$ cat src/rtl/lsu_ctrl.sv
// Load/store sequencer between the MEM stage and a variable-latency data memory:
// alignment/funct3 check, word-aligned request with byte enables, ack timeout.
//
// state  | meaning
// IDLE   | waiting for a MEM-stage request, req_ready high
// ACCESS | mem_req held from latched request, waiting for mem_ack or timeout
// RESP   | one-cycle rsp_valid with latched results, pipeline released

module lsu_ctrl #(
  parameter int DATA_WIDTH    = 32,
  parameter int ADDRESS_WIDTH = 32,
  parameter int TIMEOUT       = 16
) (
  input  logic                     clk,
  input  logic                     rst,
  input  logic                     req_valid,
  output logic                     req_ready,
  input  logic                     req_we,
  input  logic [2:0]               req_funct3,
  input  logic [ADDRESS_WIDTH-1:0] req_addr,
  input  logic [DATA_WIDTH-1:0]    req_wdata,
  output logic                     mem_req,
  output logic                     mem_we,
  output logic [ADDRESS_WIDTH-1:0] mem_addr,
  output logic [DATA_WIDTH-1:0]    mem_wdata,
  output logic [3:0]               mem_be,
  input  logic                     mem_ack,
  input  logic [DATA_WIDTH-1:0]    mem_rdata,
  output logic                     rsp_valid,
  output logic [DATA_WIDTH-1:0]    rsp_rword,
  output logic [2:0]               rsp_funct3,
  output logic [1:0]               rsp_offset,
  output logic                     rsp_err,
  output logic                     stall
);

  localparam int CW = $clog2(TIMEOUT);

  typedef enum logic [1:0] {IDLE, ACCESS, RESP} state_t;

  state_t                   state;
  logic [CW-1:0]            cnt;
  logic                     we_q;
  logic [2:0]               f3_q;
  logic [ADDRESS_WIDTH-1:0] addr_q;
  logic [DATA_WIDTH-1:0]    wdata_q;
  logic [DATA_WIDTH-1:0]    rword_q;
  logic                     err_q;
  logic                     bad_op;
  logic                     misal;

  // Stores only allow b/h/w; loads reject 011, 110, 111.
  always_comb begin
    if (req_we) bad_op = req_funct3[2] | (req_funct3[1:0] == 2'b11);
    else        bad_op = (req_funct3[1:0] == 2'b11) | (req_funct3[2:1] == 2'b11);
    misal = ((req_funct3[1:0] == 2'b01) & req_addr[0]) |
            ((req_funct3[1:0] == 2'b10) & (req_addr[1:0] != 2'b00));
  end

  always_ff @(posedge clk) begin
    if (rst) begin
      state   <= IDLE;
      cnt     <= '0;
      we_q    <= 1'b0;
      f3_q    <= 3'b000;
      addr_q  <= '0;
      wdata_q <= '0;
      rword_q <= '0;
      err_q   <= 1'b0;
    end else begin
      case (state)
        IDLE: begin
          if (req_valid) begin
            we_q    <= req_we;
            f3_q    <= req_funct3;
            addr_q  <= req_addr;
            wdata_q <= req_wdata;
            if (bad_op | misal) begin
              rword_q <= '0;
              err_q   <= 1'b1;
              state   <= RESP;
            end else begin
              cnt   <= '0;
              state <= ACCESS;
            end
          end
        end
        ACCESS: begin
          if (mem_ack) begin
            rword_q <= we_q ? '0 : mem_rdata;
            err_q   <= 1'b0;
            state   <= RESP;
          end else if (cnt == CW'(TIMEOUT - 1)) begin
            rword_q <= '0;
            err_q   <= 1'b1;
            state   <= RESP;
          end else begin
            cnt <= cnt + 1'b1;
          end
        end
        RESP:    state <= IDLE;
        default: state <= IDLE;
      endcase
    end
  end

  // Lane replication lets the memory pick bytes by mem_be alone.
  always_comb begin
    mem_wdata = wdata_q;
    mem_be    = 4'b0000;
    case (f3_q[1:0])
      2'b00:   mem_wdata = {(DATA_WIDTH/8){wdata_q[7:0]}};
      2'b01:   mem_wdata = {(DATA_WIDTH/16){wdata_q[15:0]}};
      default: mem_wdata = wdata_q;
    endcase
    if (state == ACCESS) begin
      if (!we_q) begin
        mem_be = 4'b1111;
      end else begin
        case (f3_q[1:0])
          2'b00:   mem_be = 4'b0001 << addr_q[1:0];
          2'b01:   mem_be = addr_q[1] ? 4'b1100 : 4'b0011;
          default: mem_be = 4'b1111;
        endcase
      end
    end
  end

  assign req_ready  = ~rst & (state == IDLE);
  assign mem_req    = (state == ACCESS);
  assign mem_we     = mem_req & we_q;
  assign mem_addr   = {addr_q[ADDRESS_WIDTH-1:2], 2'b00};
  assign rsp_valid  = (state == RESP);
  assign rsp_err    = rsp_valid & err_q;
  assign rsp_rword  = rword_q;
  assign rsp_funct3 = f3_q;
  assign rsp_offset = addr_q[1:0];
  assign stall      = ~rst & (((state == IDLE) & req_valid) | (state == ACCESS));

endmodule
$ cat config.mk
export PLATFORM = sky130hd
export DESIGN_NAME = lsu_ctrl
export DESIGN_NICKNAME = d
export VERILOG_FILES = /design/src/rtl/lsu_ctrl.sv
export SDC_FILE = /design/constraint.sdc
export NUM_CORES = 1
export LEC_CHECK = 0
export ABC_AREA = 1
export CORE_ASPECT_RATIO = 1.2
export CORE_MARGIN = 1
export CORE_UTILIZATION = 45
export DETAILED_ROUTE_END_ITERATION = 16
export DONT_BUFFER_PORTS = 1
export MAX_ROUTING_LAYER = met4
export PLACE_DENSITY = 0.61
export SYNTH_ARGS = -nofsm -noshare
export SYNTH_HDL_FRONTEND = slang
export SYNTH_SLANG_ARGS = --single-unit
$ cat constraint.sdc
create_clock -name clk -period 1.41 [get_ports clk]
set_input_delay 0.141 -clock clk [delete_from_list [all_inputs] [get_ports clk]]
set_output_delay 0.141 -clock clk [all_outputs]
set_load 0.03 [all_outputs]
==> results of run 1 <==
per-stage QoR:
step / setup slack, ns / area [um^2] / total power [mW] / util, % / hold slack (ns)
finish: -0.158 / 6640 / 8.54 / 68.7 / -0.146
global route: -0.211 / 6640 / 8.88 / 68.7 / -0.158
CTS: -0.147 / 6080 / 8.23 / 63.0 / -0.159
detailed placement: -0.00910 / 4840 / 5.13 / 50.1 / 0.209
global placement: 0.0588 / 4840 / 5.09 / 50.1 / 0.207
floorplan: 0.00166 / 4600 / 4.81 / - / 0.276
cell type report:
cell class | count | area [um^2]
fillers | 753 | 3020
well taps | 123 | 154
flip-flops and latches | 107 | 2160
multi-input cells | 415 | 2570
clock buffers | 10 | 229
repair buffers | 126 | 1340
clock inverters | 3 | 90.1
inverters | 21 | 96.3
metal layers:
layer	vias to the layer above	GRT usage, %	part of all wire [%]
met4	0	10.6	3.0
met5	-	-	0
met3	27	5.81	7.1
met1	1961	24.9	37
met2	183	42.7	52
li1	2066	-	-
placed cells by master (no fill, tap or decap), types with 10 or more instances in the layout:
master / netlist / layout
dfxtp_1: 107 / 100
nor2_1: 128 / 122
o21ai_0: 80 / 71
a21oi_1: 23 / 20
nand2_4: 4 / 43
nand2_1: 92 / 30
a21oi_2: 30 / 33
clkbuf_16: 0 / 12
inv_1: 16 / 15
dlygate4sd3_1: 0 / 60
nand2_2: 30 / 49
buf_6: 0 / 10
buf_4: 18 / 43
what timing repair did:
item,CTS,global route
setup endpoints to repair,62,111
pin swaps,6,26
gates cloned,2,5
setup buffers,9,7
hold endpoints to repair,95,35
gates resized for setup,44,109
power groups by stage:
stage          Clock [mW]  Combinational [mW]  Sequential, mW
2_1_floorplan           0                1.12            3.69
3_3_place_gp            0                1.40            3.70
3_5_place_dp            0                1.43            3.70
4_1_cts              2.81                1.78            3.64
5_1_grt              2.92                2.27            3.69
6_report             2.76                2.11            3.67
synth_stat cells, types with 2 or more instances:
library cell,instances
buf_1,3
nand3_1,9
dfxtp_1,107
a21oi_2,30
o21ai_0,80
inv_2,3
buf_4,18
buf_2,6
nor2_1,128
nor3_1,2
clkbuf_1,14
nand2_2,30
nand2_4,4
nand2_1,92
a21oi_1,23
o211ai_1,8
buf_12,3
inv_1,16
logic make-up (layout without fill, tap and decap cells):
family	after synthesis	count (layout)	synth area share [%]
AND/OR/NAND/NOR	270	270	25.6
AO/OA/AOI/OAI	142	142	18.6
flip-flops	107	107	47.2
buffers and inverters	65	160	8.22
adder cells (fa/ha/maj)	1	1	0.276
other	1	2	0.0827
worst max-delay path by stage:
stage | start | endpoint | slack (ns) | cells after the start
after global routing | rsp_funct3[1] | mem_wdata[29] | -0.21 | 5
final | rsp_funct3[1] | mem_wdata[30] | -0.16 | 5
after global placement | cnt[1] | rsp_rword[26] | 0.06 | 9
after detailed placement | cnt[1] | rsp_rword[8] | -0.009 | 9
after floorplan | rsp_funct3[1] | mem_wdata[29] | 0.002 | 4
after CTS | rsp_funct3[1] | mem_wdata[31] | -0.15 | 5
worst register-to-register path: cells and delay by family, from the launching register on:
family | cells | cell delay, ns
buffers and inverters | 1 | 0.22
AND/OR/NAND/NOR | 6 | 0.59
adder cells (fa/ha/maj) | 1 | 0.15
AO/OA/AOI/OAI | 1 | 0.05
flip-flops | 1 | 0.37
state kept, by name, summed over array words and instances, names as in the netlist:
register,flops
addr_q,32
state,2
wdata_q,32
we_q,1
err_q,1
rsp_rword,32
rsp_funct3,3
cnt,4
==> results.py, run 1 <==
metrics = {
    "routing": {
        "drt_first_pass_iters": 4,
        "avgRoutedWirePerCell_um": 16.3,
        "drc": 0,
        "drtAntennaViolNets": 0,
        "vias": 4237,
        "drt-initial-drc-count": 198,
        "viasPerCell": 5.26,
        "wl_um": 13100,
    },
    "timing": {
        "skew_ns": 0.00407,
        "tns_ns": -2.93,
        "hold_violations": 35,
        "hold_ws_ns": -0.146,
        "final.period_utilization_pct": 111,
        "slew_viol_final": 0,
        "fmax_mhz": 638,
        "timing.final.ws_setup_ns": -0.158,
        "period_needed_ns": 1.57,
        "setup_viol": 58,
        "rsz0062_at_grt": "true",
    },
    "floorplan": {
        "io_pins": 215,
        "dieArea_um2": 10500,
        "die_w_um": 93.6,
        "num_rows": 39,
        "core_um2": 9660,
        "dieHeight_um": 112,
        "start_util_pct": 46.9,
    },
    "clock_tree": {
        "clkTransAtPathRegs_ns": 0.07,
        "root_buffer": "clkbuf_16",
        "cts_buffers": 9,
        "postCtsHoldBufs": 60,
        "clockBufferDepth": 2,
        "cts_tree": "yes",
        "ctsHtreeMaxLevel": 3,
        "clock_sinks": 107,
        "worstSkewPairLatency_ns": 0.34,
    },
    "power": {
        "clkPwrFrac_pct": 32.4,
        "vdd_drop_max_v": 0.000615,
        "internal_power_mw": 5.84,
        "combPwrFrac_pct": 24.7,
        "power_density_nw_per_um2": 1290,
        "power_frac_seq_pct": 42.9,
        "switchingPower_mw": 2.70,
        "switching_share_pct": 31.6,
        "p_leak_nw": 2.71,
    },
    "grt": {
        "grt_max_degree": 48,
        "grt_pass1_vias": 4082,
        "grt_first_pass_wirelength_um": 19100,
        "grt_use_total_pct": 24.1,
        "grt_antenna_before_repair": 0,
        "grt-ovfl-total": 0,
    },
    "place": {
        "portBuffers": 0,
        "routabilityCongestion": 0.810,
        "place_hpwl_um": 7860,
        "place_inst": 710,
    },
    "critical_path": {
        "path_cells": "buf_4, bufbuf_16, nand2_1, o211ai_1, buf_4",
        "start_kind": "register",
        "reg2reg_to": "rsp_rword[9]",
        "cp.buffers_inverters": 3,
        "max_stage_delay_ns": 0.37,
        "crit-reg2reg-launch": "cnt[1]",
        "crit_top_cell": "buf_4",
        "crit_family": "buffers and inverters",
        "worstSetupPathType": "register to output port",
        "rr_worst_depth": 9,
        "cp.arrival_ns": 1.43,
        "r2r_slack_ns": -0.06,
        "critPathRequiredTime_ns": 1.27,
        "end_kind": "output port",
        "cpMaxStageDelayCell": "dfxtp_4",
        "critPathMaxFanout": 8,
    },
    "yosys": {
        "synth_area_um2": 4530,
        "synth_cells": 586,
        "yosysTopAreaCellShare_pct": 47.2,
        "synth_cell_types": 28,
        "syn_area_per_cell_um2": 7.74,
        "ys_seq_area_share_pct": 47.2,
        "yosysTopAreaCell": "dfxtp_1",
        "yosys-top-cells-area": "dfxtp_1 47%, nor2_1 11%, o21ai_0 8.8%, nand2_1 7.6%, a21oi_2 5.8%",
        "synth-seq-cells": 107,
        "synth_edf_count": 0,
        "yosys_warnings": 0,
        "async_reset_ff_share_pct": 0,
        "synth_ff_type": "dfxtp_1",
    },
    "hold_path": {
        "hold-path-endpoint": "rsp_rword[23]",
        "hold_start": "rst",
        "hold_path.class": "primary input to register",
        "whs_path_depth": 1,
    },
    "run_status": {
        "outcome": "complete, but fails checks",
        "violations": "negative hold slack, negative setup slack",
    },
    "final_layout": {
        "diodes": 0,
        "finish.cell_count_without_fillers": 805,
        "nNetsFinal": 785,
        "synthToLayoutAreaGrowth_pct": 46.4,
        "layout-drive-gt1-share_pct": 35.0,
    },
    "job": {
        "drv_cap": 0,
    },
}
(Power assumes the default switching activity.)
==> run 2, diff against run 1 <==
--- a/config.mk
+++ b/config.mk
@@ -12,7 +12,7 @@
 export DETAILED_ROUTE_END_ITERATION = 16
 export DONT_BUFFER_PORTS = 1
 export MAX_ROUTING_LAYER = met4
-export PLACE_DENSITY = 0.61
+export PLACE_DENSITY = 0.62
 export SYNTH_ARGS = -nofsm -noshare
 export SYNTH_HDL_FRONTEND = slang
 export SYNTH_SLANG_ARGS = --single-unit
==> results.py, run 2 (same netlist as run 1, synthesis figures left out) <==
metrics = {
    "run_status": {
        "outcome": "complete, but fails checks",
        "violations": "negative hold slack, negative setup slack",
    },
    "final_layout": {
        "synthToLayoutAreaGrowth_pct": 39.9,
        "layout-drive-gt1-share_pct": 31.5,
        "layout_commonest_cell": "nor2_1",
        "final_cell_mix": "122 x nor2_1, 100 x dfxtp_1, 72 x o21ai_0",
        "nNetsFinal": 776,
        "final_util_pct": 65.7,
        "diodes": 0,
    },
    "timing": {
        "timing.final.ws_setup_ns": -0.129,
        "tns_ns": -1.67,
        "skew_ns": 0.00891,
        "slew_viol_final": 0,
        "setup_viol": 34,
        "fmax_mhz": 650,
        "rsz0062_at_grt": "true",
        "period_needed_ns": 1.54,
        "hold_ws_ns": -0.147,
        "final.period_utilization_pct": 109,
        "hold_violations": 35,
    },
    "clock_tree": {
        "worstSkewPairLatency_ns": 0.34,
        "postCtsHoldBufs": 62,
        "clock_sinks": 107,
        "cts_buffers": 9,
        "ctsHtreeMaxLevel": 3,
        "root_buffer": "clkbuf_16",
        "clkTransAtPathRegs_ns": 0.07,
        "clockBufferDepth": 2,
        "cts_tree": "yes",
    },
    "critical_path": {
        "cp.arrival_ns": 1.40,
        "critPathRequiredTime_ns": 1.27,
        "critPathMaxFanout": 11,
        "path_cells": "nor2_4, buf_12, buf_4, o21ai_2",
        "max_stage_delay_ns": 0.40,
        "worstSetupPathType": "register to output port",
        "crit_family": "flip-flops",
        "cpMaxStageDelayCell": "dfxtp_4",
        "start_kind": "register",
        "end_kind": "output port",
        "cp.buffers_inverters": 2,
    },
    "hold_path": {
        "hold_path.class": "primary input to register",
    },
    "grt": {
        "grt_antenna_before_repair": 0,
        "grt_use_total_pct": 23.6,
        "grt_pass1_vias": 3981,
        "grt-ovfl-total": 0,
        "grt_max_degree": 73,
        "grt_first_pass_wirelength_um": 19000,
    },
    "power": {
        "power_density_nw_per_um2": 1280,
        "clkPwrFrac_pct": 31.5,
        "p_leak_nw": 2.59,
        "p_total_mw": 8.11,
        "power_frac_seq_pct": 45.1,
        "switching_share_pct": 32.9,
        "switchingPower_mw": 2.67,
        "vdd_drop_max_v": 0.000674,
        "internal_power_mw": 5.44,
        "combPwrFrac_pct": 23.4,
    },
    "routing": {
        "drt-initial-drc-count": 127,
        "vias": 4162,
        "drc": 0,
        "viasPerCell": 5.21,
        "drt_first_pass_iters": 4,
        "drtAntennaViolNets": 0,
        "wl_um": 12600,
        "avgRoutedWirePerCell_um": 15.8,
    },
    "floorplan": {
        "num_rows": 39,
        "core_um2": 9660,
        "die_w_um": 93.6,
        "dieArea_um2": 10500,
        "start_util_pct": 46.9,
        "io_pins": 215,
        "dieHeight_um": 112,
    },
    "place": {
        "routabilityCongestion": 0.774,
        "portBuffers": 0,
        "place_hpwl_um": 7850,
    },
    "job": {
        "drv_cap": 0,
    },
}
-- run 2: cell types whose count changed in the layout (fill, tap and decap cells not counted), moves of 3 or more --
cell      delta
buf_4        -5
nand2_1     +17
clkinv_4     +3
nand2_8      -3
o21ai_4      -3
nand2_2      -3
nand2_4     -11
buf_6        -5
o21ai_2      +3
-- run 2: what timing repair did --
item,4_1_cts,5_1_grt
endpoints found under the hold margin,97,35
setup endpoints to repair,56,59
buffers inserted,5,3
pin swaps,5,9
gates cloned,0,5
gates resized for setup,27,88
-- run 2: power groups by stage --
stage               logic, mW  registers [mW]  clock network (mW)
floorplan                1.12            3.69                   0
global placement         1.39            3.70                   0
detailed placement       1.42            3.71                   0
CTS                      1.66            3.64                2.60
global route             2.05            3.69                2.73
finish                   1.90            3.66                2.55
-- run 2: metrics by stage --
step | hold slack [ns] | setup slack (ns) | std cells | area, um^2
5_1_grt | -0.162 | -0.186 | 799 | 6340
4_1_cts | -0.156 | -0.134 | 791 | 5910
3_3_place_gp | 0.207 | 0.0368 | 708 | 4830
6_report | -0.147 | -0.129 | 799 | 6340
3_5_place_dp | 0.210 | -0.0289 | 708 | 4830
2_1_floorplan | 0.276 | 0.00166 | 587 | 4600
-- run 2: path summary, 6_finish.rpt --
kind,startpoint,end,slack (ns),cells after the start
worst max-delay path,rsp_funct3[1],mem_wdata[13],-0.13,4
worst min-delay path,rst,rsp_rword[0],-0.15,1
worst max register to register,cnt[1],rsp_rword[26],-0.04,9
worst min register to register,wdata_q[16],wdata_q[16],0.49,2
-- run 2: cell type report --
cell class,instances,area (um^2)
fillers,813,3320
multi-input cells,415,2420
flip-flops and latches,107,2160
repair buffers,117,1210
clock buffers,11,243
well taps,123,154
inverters,21,91.3
clock inverters,5,62.6
-- run 2: layer usage --
layer  global-route usage, %  vias up  part of all wire, %
met5                       -        -                    0
met2                    40.7      170                   51
li1                        -     2063                    -
met4                    9.44        0                  2.9
met3                    5.40       29                  6.7
met1                    25.9     1900                   39
==> run 3, diff against run 2 <==
--- a/config.mk
+++ b/config.mk
@@ -6,7 +6,6 @@
 export NUM_CORES = 1
 export LEC_CHECK = 0
 export ABC_AREA = 1
-export CORE_ASPECT_RATIO = 1.2
 export CORE_MARGIN = 1
 export CORE_UTILIZATION = 45
 export DETAILED_ROUTE_END_ITERATION = 16
==> results.py, run 3 (same netlist as run 1, synthesis figures left out) <==
metrics = {
    "run_status": {
        "outcome": "complete, but fails checks",
        "violations": "negative hold slack, negative setup slack",
    },
    "clock_tree": {
        "root_buffer": "clkbuf_8",
        "clkTransAtPathRegs_ns": 0.10,
        "cts_tree": "yes",
        "ctsHtreeMaxLevel": 3,
        "worstSkewPairLatency_ns": 0.35,
        "postCtsHoldBufs": 67,
        "cts_buffers": 9,
        "clock_sinks": 107,
        "clockBufferDepth": 2,
    },
    "power": {
        "combPwrFrac_pct": 28.8,
        "clkPwrFrac_pct": 23.7,
        "power_frac_seq_pct": 47.5,
        "switching_share_pct": 34.9,
        "switchingPower_mw": 2.70,
        "power_density_nw_per_um2": 1150,
        "vdd_drop_max_v": 0.000534,
        "p_leak_nw": 2.72,
        "internal_power_mw": 5.04,
    },
    "critical_path": {
        "critPathRequiredTime_ns": 1.27,
        "cp.arrival_ns": 1.47,
        "rr_worst_depth": 9,
        "start_kind": "register",
        "end_kind": "output port",
        "critPathMaxFanout": 11,
        "r2r_slack_ns": -0.04,
        "crit-reg2reg-launch": "cnt[1]",
        "worstSetupPathType": "register to output port",
        "reg2reg_to": "rsp_rword[20]",
    },
    "hold_path": {
        "hold-path-endpoint": "rsp_rword[4]",
        "hold_start": "rst",
        "whs_path_depth": 1,
        "hold_path.class": "primary input to register",
    },
    "routing": {
        "avgRoutedWirePerCell_um": 17.4,
        "drt-initial-drc-count": 187,
        "drtAntennaViolNets": 0,
        "drt_first_pass_iters": 4,
        "drc": 0,
        "viasPerCell": 5.27,
        "wl_um": 14300,
        "vias": 4333,
    },
    "grt": {
        "grt_use_total_pct": 24.6,
        "grt_antenna_before_repair": 0,
        "grt_first_pass_wirelength_um": 19100,
        "grt-ovfl-total": 0,
        "grt_max_degree": 40,
        "grt_pass1_vias": 4083,
    },
    "floorplan": {
        "start_util_pct": 46.4,
        "die_w_um": 102,
        "dieHeight_um": 102,
        "io_pins": 215,
        "core_um2": 9770,
        "num_rows": 36,
        "dieArea_um2": 10500,
    },
    "final_layout": {
        "synthToLayoutAreaGrowth_pct": 48.6,
        "final_cell_mix": "122 x nor2_1, 100 x dfxtp_1, 67 x dlygate4sd3_1",
        "layout-drive-gt1-share_pct": 34.4,
        "nNetsFinal": 791,
        "diodes": 0,
        "stdcell_area_um2": 6740,
        "layout_commonest_cell": "nor2_1",
    },
    "timing": {
        "slew_viol_final": 0,
        "timing.final.ws_setup_ns": -0.198,
        "setup_viol": 43,
        "hold_violations": 35,
        "period_needed_ns": 1.61,
        "final.period_utilization_pct": 114,
        "hold_ws_ns": -0.153,
        "rsz0062_at_grt": "true",
        "skew_ns": 0.00602,
        "fmax_mhz": 622,
        "tns_ns": -2.62,
    },
    "place": {
        "place_area_um2": 4900,
        "place_hpwl_um": 8150,
        "routabilityCongestion": 0.766,
        "portBuffers": 0,
    },
    "job": {
        "drv_cap": 0,
    },
}
[run 3: cell count changes in the layout (fill, tap and decap cells not counted), moves of 7 or more]
| cell | before | now |
|---|---|---|
| nand2_4 | 32 | 42 |
| nand2_2 | 46 | 39 |
| clkbuf_8 | 1 | 10 |
| nand2_1 | 47 | 35 |
| nand2_8 | 1 | 10 |
[run 3: power groups by stage]
stage / Combinational [mW] / Clock [mW] / Sequential (mW)
2_1_floorplan: 1.12 / 0 / 3.69
3_3_place_gp: 1.42 / 0 / 3.70
3_5_place_dp: 1.45 / 0 / 3.71
4_1_cts: 1.82 / 1.89 / 3.65
5_1_grt: 2.40 / 2.00 / 3.70
6_report: 2.23 / 1.84 / 3.68
[run 3: what timing repair did]
| item | 4_1_cts | 5_1_grt |
|---|---|---|
| resized for setup | 56 | 123 |
| setup endpoints to repair | 59 | 131 |
| buffers inserted | 8 | 5 |
| endpoints found under the hold margin | 102 | 35 |
| pin swaps | 11 | 22 |
| gates cloned | 1 | 8 |
[run 3: stage by stage]
| stage | cells | total power, mW | util (%) | worst slack, ns |
|---|---|---|---|---|
| 3_5_place_dp | 722 | 5.16 | 50.1 | -0.0140 |
| 5_1_grt | 822 | 8.10 | 69.0 | -0.260 |
| 6_report | 822 | 7.74 | 69.0 | -0.198 |
| 3_3_place_gp | 722 | 5.12 | 50.1 | -0.00244 |
| 2_1_floorplan | 587 | 4.81 | - | 0.00166 |
| 4_1_cts | 810 | 7.36 | 62.4 | -0.200 |
[run 3: routing by layer]
layer / track usage [%] / routed length, um / vias up / part of all wire [%]
met5: - / 0 / - / 0
met4: 13.8 / 413 / 0 / 2.9
met3: 6.16 / 941 / 36 / 6.6
met2: 43.4 / 7560 / 179 / 53
met1: 24.8 / 5350 / 2043 / 38
li1: - / - / 2075 / -
[run 3: final cells by class]
| type | instances | area, um^2 |
|---|---|---|
| Clock inverter | 2 | 37.5 |
| Clock buffer | 12 | 145 |
| Timing Repair Buffer | 132 | 1470 |
| Inverter | 21 | 101 |
| Multi-Input combinational cell | 415 | 2670 |
| Tap cell | 133 | 166 |
| Fill cell | 735 | 3030 |
| Sequential cell | 107 | 2150 |
[run 3: worst max-delay path by stage]
| stage | startpoint | end | depth (start not counted) |
|---|---|---|---|
| 2_1_floorplan | rsp_funct3[1] | mem_wdata[29] | 4 |
| 6_report | rsp_funct3[1] | mem_wdata[30] | 5 |
| 5_1_grt | rsp_funct3[1] | mem_wdata[30] | 5 |
| 4_1_cts | rsp_funct3[1] | mem_wdata[9] | 5 |
| 3_3_place_gp | state[1] | wdata_q[17] | 5 |
| 3_5_place_dp | state[1] | wdata_q[17] | 5 |
[run 3: critical path, cell delays in order, from the launching register on]
cell,delay (ns)
dfxtp_4,0.38
buf_12,0.16
clkinv_8,0.08
nand2_8,0.07
o211ai_1,0.21
buf_4,0.20
